===== src/rtl/tank_pkg.sv =====
// Shared definitions for the tank level indicator.
//   DEFAULT_DEBOUNCE_CYCLES : default debounce length in clocks
//   debounce_cnt_width()    : counter width able to hold 0..cycles
package tank_pkg;

  localparam int unsigned DEFAULT_DEBOUNCE_CYCLES = 4;

  // Width of a counter that must represent values up to 'cycles'.
  function automatic int unsigned debounce_cnt_width(input int unsigned cycles);
    int unsigned w;
    w = unsigned'($clog2(cycles + 1));
    return (w < 1) ? 1 : w;
  endfunction

endpackage


===== src/rtl/tank_level_indicator_sync_2ff.sv =====
// Generic 1-bit two-flop synchronizer, async active-low reset to 0.
//   clk   : destination clock
//   rst_n : asynchronous active-low reset
//   d_i   : asynchronous input
//   q_o   : synchronized output (second flop)
module sync_2ff (
  input  logic clk,
  input  logic rst_n,
  input  logic d_i,
  output logic q_o
);

  logic meta_q;
  logic sync_q;

  // First flop may go metastable; only the second flop is observed.
  always_ff @(posedge clk or negedge rst_n) begin
    if (!rst_n) begin
      meta_q <= 1'b0;
      sync_q <= 1'b0;
    end else begin
      meta_q <= d_i;
      sync_q <= meta_q;
    end
  end

  assign q_o = sync_q;

endmodule


===== src/rtl/tank_level_indicator.sv =====
// Tank level LED driver: synchronizes and debounces one level sensor.
//   clock       : system clock, rising edge
//   reset_n     : asynchronous active-low reset
//   tank_sensor : raw asynchronous sensor input, may bounce
//   led         : registered debounced level (1 = liquid present)
//   led_changed : registered one-cycle pulse when led toggles
module tank_level_indicator
  import tank_pkg::*;
#(
  parameter int unsigned DEBOUNCE_CYCLES    = DEFAULT_DEBOUNCE_CYCLES,
  parameter bit          SENSOR_ACTIVE_HIGH = 1'b1
) (
  input  logic clock,
  input  logic reset_n,
  input  logic tank_sensor,
  output logic led,
  output logic led_changed
);

  localparam int unsigned CNT_W = debounce_cnt_width(DEBOUNCE_CYCLES);
  localparam logic [CNT_W-1:0] CNT_LAST = CNT_W'(DEBOUNCE_CYCLES - 1);

  logic             s_in;
  logic             sync2;
  logic [CNT_W-1:0] cnt_q, cnt_d;
  logic             led_q, led_d;
  logic             chg_q, chg_d;

  // Polarity fix-up ahead of the synchronizer so downstream logic is always active-high.
  assign s_in = SENSOR_ACTIVE_HIGH ? tank_sensor : ~tank_sensor;

  sync_2ff u_sync (
    .clk   (clock),
    .rst_n (reset_n),
    .d_i   (s_in),
    .q_o   (sync2)
  );

  // Debounce: count consecutive disagreeing cycles; any agreement clears the count.
  always_comb begin
    cnt_d = '0;
    led_d = led_q;
    chg_d = 1'b0;
    if (sync2 != led_q) begin
      if (cnt_q == CNT_LAST) begin
        led_d = sync2;
        chg_d = 1'b1;
      end else begin
        cnt_d = cnt_q + CNT_W'(1);
      end
    end
  end

  always_ff @(posedge clock or negedge reset_n) begin
    if (!reset_n) begin
      cnt_q <= '0;
      led_q <= 1'b0;
      chg_q <= 1'b0;
    end else begin
      cnt_q <= cnt_d;
      led_q <= led_d;
      chg_q <= chg_d;
    end
  end

  assign led         = led_q;
  assign led_changed = chg_q;

endmodule


===== config.mk =====
export PLATFORM = sky130hd
export DESIGN_NAME = tank_level_indicator
export DESIGN_NICKNAME = d
export VERILOG_FILES = /design/src/rtl/tank_pkg.sv /design/src/rtl/tank_level_indicator_sync_2ff.sv /design/src/rtl/tank_level_indicator.sv
export SDC_FILE = /design/constraint.sdc
export NUM_CORES = 1
export LEC_CHECK = 0
export ABC_AREA = 1
export BUFFER_PORTS_ARGS = -buffer_cell sky130_fd_sc_hd__buf_2
export CAP_MARGIN = 20
export CORE_AREA = 2 2 39 41
export DETAILED_ROUTE_END_ITERATION = 10
export DIE_AREA = 0 0 41 43
export PLACE_DENSITY_LB_ADDON = 0.05
export SYNTH_ARGS = -nofsm -noshare
export SYNTH_HDL_FRONTEND = slang
export SYNTH_SLANG_ARGS = --single-unit

===== constraint.sdc =====
create_clock -name clock -period 0.8 [get_ports clock]
set_input_delay 0.16 -clock clock [delete_from_list [all_inputs] [get_ports clock]]
set_output_delay 0.16 -clock clock [all_outputs]
set_load 0.05 [all_outputs]

**After elaboration in Yosys (flattened, before gate mapping)**

Cells that the tools add are included.

- Output and inout bits: 2
- Memory bits (read-only): 0
- Latch bits: 0
- Input bits: 3
- Logic and storage cells: 13
- RAM bits: 0
- Memories: 0
- Bits in registers: 7

- Reduce and logical (&&, ||, !) cells: 1
- Magnitude comparators: 0
- Add/subtract/negate cells: 1
- Mux-type cells: 4
- Shift operators: 0
- Bitwise logic cells: 0
- Multiply operators: 0
- Eq/ne operators: 2
- Div/mod/pow operators: 0

Operators with widths:

| cell | count |
|---|---|
| 3-bit 2-to-1 mux | 2 |
| 3-bit by 1-bit adder with 3-bit output (second input constant) | 1 |
| 3-bit by 2-bit == test with 1-bit output (second input constant) | 1 |
| 1-bit 2-to-1 mux | 2 |
| 2-bit AND reduction | 1 |
| 1-bit != test | 1 |

**Longest topological paths before layout**

- Word-level depth: 3
- Depth in mapped cells: 4
- Gate-level depth less buffers: 4

**Modules after synthesis**

Synthesis repeated with hierarchy kept, for this count alone.

- Cells, all modules: 27
- Area total of the unflattened synthesis: 267.8 µm²

Modules (own cells, without submodules):

| module | instances | sequential area each (µm²) | cells each | area an instance (µm²) |
|---|---|---|---|---|
| tank_level_indicator | 1 | 125.1 | 25 | 217.7 |
| sync_2ff | 1 | 50.0 | 2 | 50.0 |

**Worst setup path after synthesis**

OpenSTA, ideal clock, no wires.

- Kind: register to register
- Start: register led_q, in the netlist led
- End: register chg_q, in the netlist led_changed
- Stages on the path, launching flop included: 4
- Setup slack: -0.215 ns
- Arrival: 0.898 ns
- Setup time: 0.117 ns
- Required time: 0.683 ns
- Buffers on the path: 0
- Period minus slack after synthesis: 1.015 ns
- Cells stage by stage: dfrtp_1 -> nand2_1 -> nand2_2 -> nor2_1

- Word-level cells in the longest chain between the ends: 2

Ends and longest elaborated chain:

| what | line | text |
|---|---|---|
| from (decl) | tank_level_indicator.sv:26 | `logic led_q, led_d;` |
| from (signal assigned) | tank_level_indicator.sv:61 | `led_q <= led_d;` |
| 1-bit != test | tank_level_indicator.sv:44 | `if (sync2 != led_q) begin` |
| 1-bit 2-to-1 mux | tank_level_indicator.sv:44 |  |
| net chg_d | tank_level_indicator.sv:27 | `logic chg_q, chg_d;` |
| to (signal assigned) | tank_level_indicator.sv:62 | `chg_q <= chg_d;` |
| to (decl) | tank_level_indicator.sv:27 |  |

The timed path passes the listed nets, and every way through them passes these cells.
A chain may end at the register's enable or synchronous reset.

**Worst setup path after layout**

- Start: register led_q, in the netlist led
- End: output port led

RTL lines:

| what | line | text |
|---|---|---|
| to (decl) | tank_level_indicator.sv:16 | `output logic led,` |

No word-level cell between the ends.

==> impl_results.md <==
- Area Growth Syn to Fin: 51.4%
- Req. time, crit path: ~0.64 ns
- Grt total ovfl: 0
- Final Hold Viols: 0
- Max transition margin: 0.882
- Clock Tree Root: clkbuf_4
- YS warnings: 0
- Startpoint Class: flop
- Initial Util: 0.193
- Setup crit end kind: output pin
- DP Cell Count: 47
- Flops & latches, synth: 7
- Period utilization: 1.20
- DR pass1 iterations: 4
- Maxcap violations: 0
- Share of cells above drive strength 1: 0.447
- Nets: 43
- Post-Syn Instances: 27
- DRC: 0
- Most frequent cells in the layout: dfrtp_1, inv_1, nand2_1
- Wire per inst: around 8.8 um
- Total GRT Usage: 0.0859
- Seq/Total Area, Yosys: 0.654
- Failing checks: negative setup slack
- RSZ-0062 raised after global routing: yes
- Die ar.: approximately 0.0018 sq mm
- FF/Latch Area: between 150 and 200 sq um
- Number of buffers created by CTS: 3
- Via/cell ratio: 3.72
- Clk slew on worst S/H paths: 0.05 ns
- Status: finished, violations left
- Crit path buffers/inverters: 1
- Final antenna diode count: 0
- Die width: 41 um
- Clock Latency Late Sink: around 0.25 ns
- Final setup viols: 7
- Post-Synthesis Cell Area: 268 sq um
- CP Data Arrival Time: around 0.8 ns
- Fin Clk Skew: slightly above 0.003 ns
- Std-Cell Rows: 14
- Post-DRT Antenna Nets: 0
- Synthesized area per cell: about 9.9 sq um
- Clock Sinks: 7
- Worst-path cell chain: buf_6
- Final Wtd Congestion: approximately 0.7
- Area occupied by multi-input gates: roughly 100 sq um
- Critical Path Max Stage Delay: 0.40 ns
- H-tree Lvls: 1
- Antenna violations before repair: 0
- Clk buf depth: 2
- Fmax: ~1000 MHz
- IO Port Bufs: 4
- Hold WS: ~0.27 ns
- Tot Pwr: roughly 1300 uW
- DRT Wirelength: about 470 um
- Initial drt markers: 1
- Max-slew violation count: 0
- CTS tree: built
- Core Box Area: 0.00138 sq mm
- Crit-path slowest cell: dfrtp_2
- Tmin final: roughly 0.96 ns
- Synthesized Nets: 31
- Die span in y: 43 um
- Worst Setup Slack, final: -0.161 ns
- Layout filler cell count: about 150
- Via count: 201
- Final cell count without fillers: between 50 and 60
- Synth cell types: 7
- First-pass GRT wire length: a little under 900 um
- Worst Setup Slack post-DPL: -0.0885 ns
- CP max FO: 2
- Vias in the first global route: around 210
- Pwr/cell area: roughly 3300 mW/mm^2
- Crit-path leading delay family: flip-flops
- Final core occ: 0.293
- Largest net degree at the start of global routing: 8
- Least-Margin Pin Slew: 0.177 ns
- Crit Path Class: reg -> out
- Top Ports: 5
- Leakage power: 0.000195 uW
- Hold Path Class: in -> async
- VDD IR max: 0.00106 V
- Commonest non-fill, non-tap cell in the layout: dfrtp_1
==> worst paths after layout <==
path,startpoint,endpoint,slack [ns],depth (start not counted)
min reg2reg,u_sync.meta_q,u_sync.q_o,0.34,0
max reg2reg,led,led_changed,-0.07,5
min in group clock,u_sync.meta_q,u_sync.q_o,0.34,0
max in group asynchronous,reset_n,led,0.35,2
max,led,led,-0.16,1
min,reset_n,cnt_q[2],0.27,2
==> synth_stat cells <==
| cell | number | area share |
|---|---|---|
| nand2_2 | 3 | 0.070 |
| nand2_1 | 6 | 0.084 |
| nor2_1 | 4 | 0.056 |
| dfrtp_1 | 7 | 0.65 |
| ha_1 | 1 | 0.047 |
| inv_1 | 5 | 0.070 |
| nand3_1 | 1 | 0.019 |
==> where the power goes <==
part | internal (uW) | total, uW | switching (uW)
Clock | 190 | 319 | 129
Sequential | 436 | 492 | 57.0
Combinational | 223 | 521 | 297
Total | 849 | 1330 | 483
==> final cells by class <==
type                       count  share of cell area
multi-input combinational     15               0.256
sequential                     7               0.435
timing repair buffer           7               0.148
tap                           16              0.0494
clock buffer                   4              0.0648
inverter                       5              0.0463
==> cell families after synthesis <==
family        synth area share
simple gates             0.229
flops                    0.654
buf+inv                 0.0701
fa+ha+maj               0.0467
==> layer usage <==
| metal | track usage | part of all wire | vias to the layer above |
|---|---|---|---|
| li1 | - | - | 99 |
| met1 | 0.0921 | 0.43 | 92 |
| met2 | 0.0938 | 0.45 | 10 |
| met3 | 0.0942 | 0.11 | 0 |
| met4 | 0.0600 | 0 | 0 |
| met5 | 0 | 0 | - |
==> registers in the layout (all words and copies together) (netlist names) <==
register       cells
cnt_q              3
led                1
led_changed        1
u_sync.meta_q      1
u_sync.q_o         1
==> what timing repair did <==
action,CTS,global route
setup endpoints to repair,7,7
buffers inserted,1,0
hold buffers,1,1
hold endpoints to repair,7,1
pin swaps,3,1
resized for setup,8,2
==> through the flow <==
stage | TNS (ns) | cell area, sq um
2_1_floorplan | -0.238 | 272
3_3_place_gp | -0.251 | 312
3_5_place_dp | -0.266 | 312
4_1_cts | -0.608 | 390
5_1_grt | -0.924 | 405
6_report | -0.593 | 405
Power figures use the tool's default switching activity.
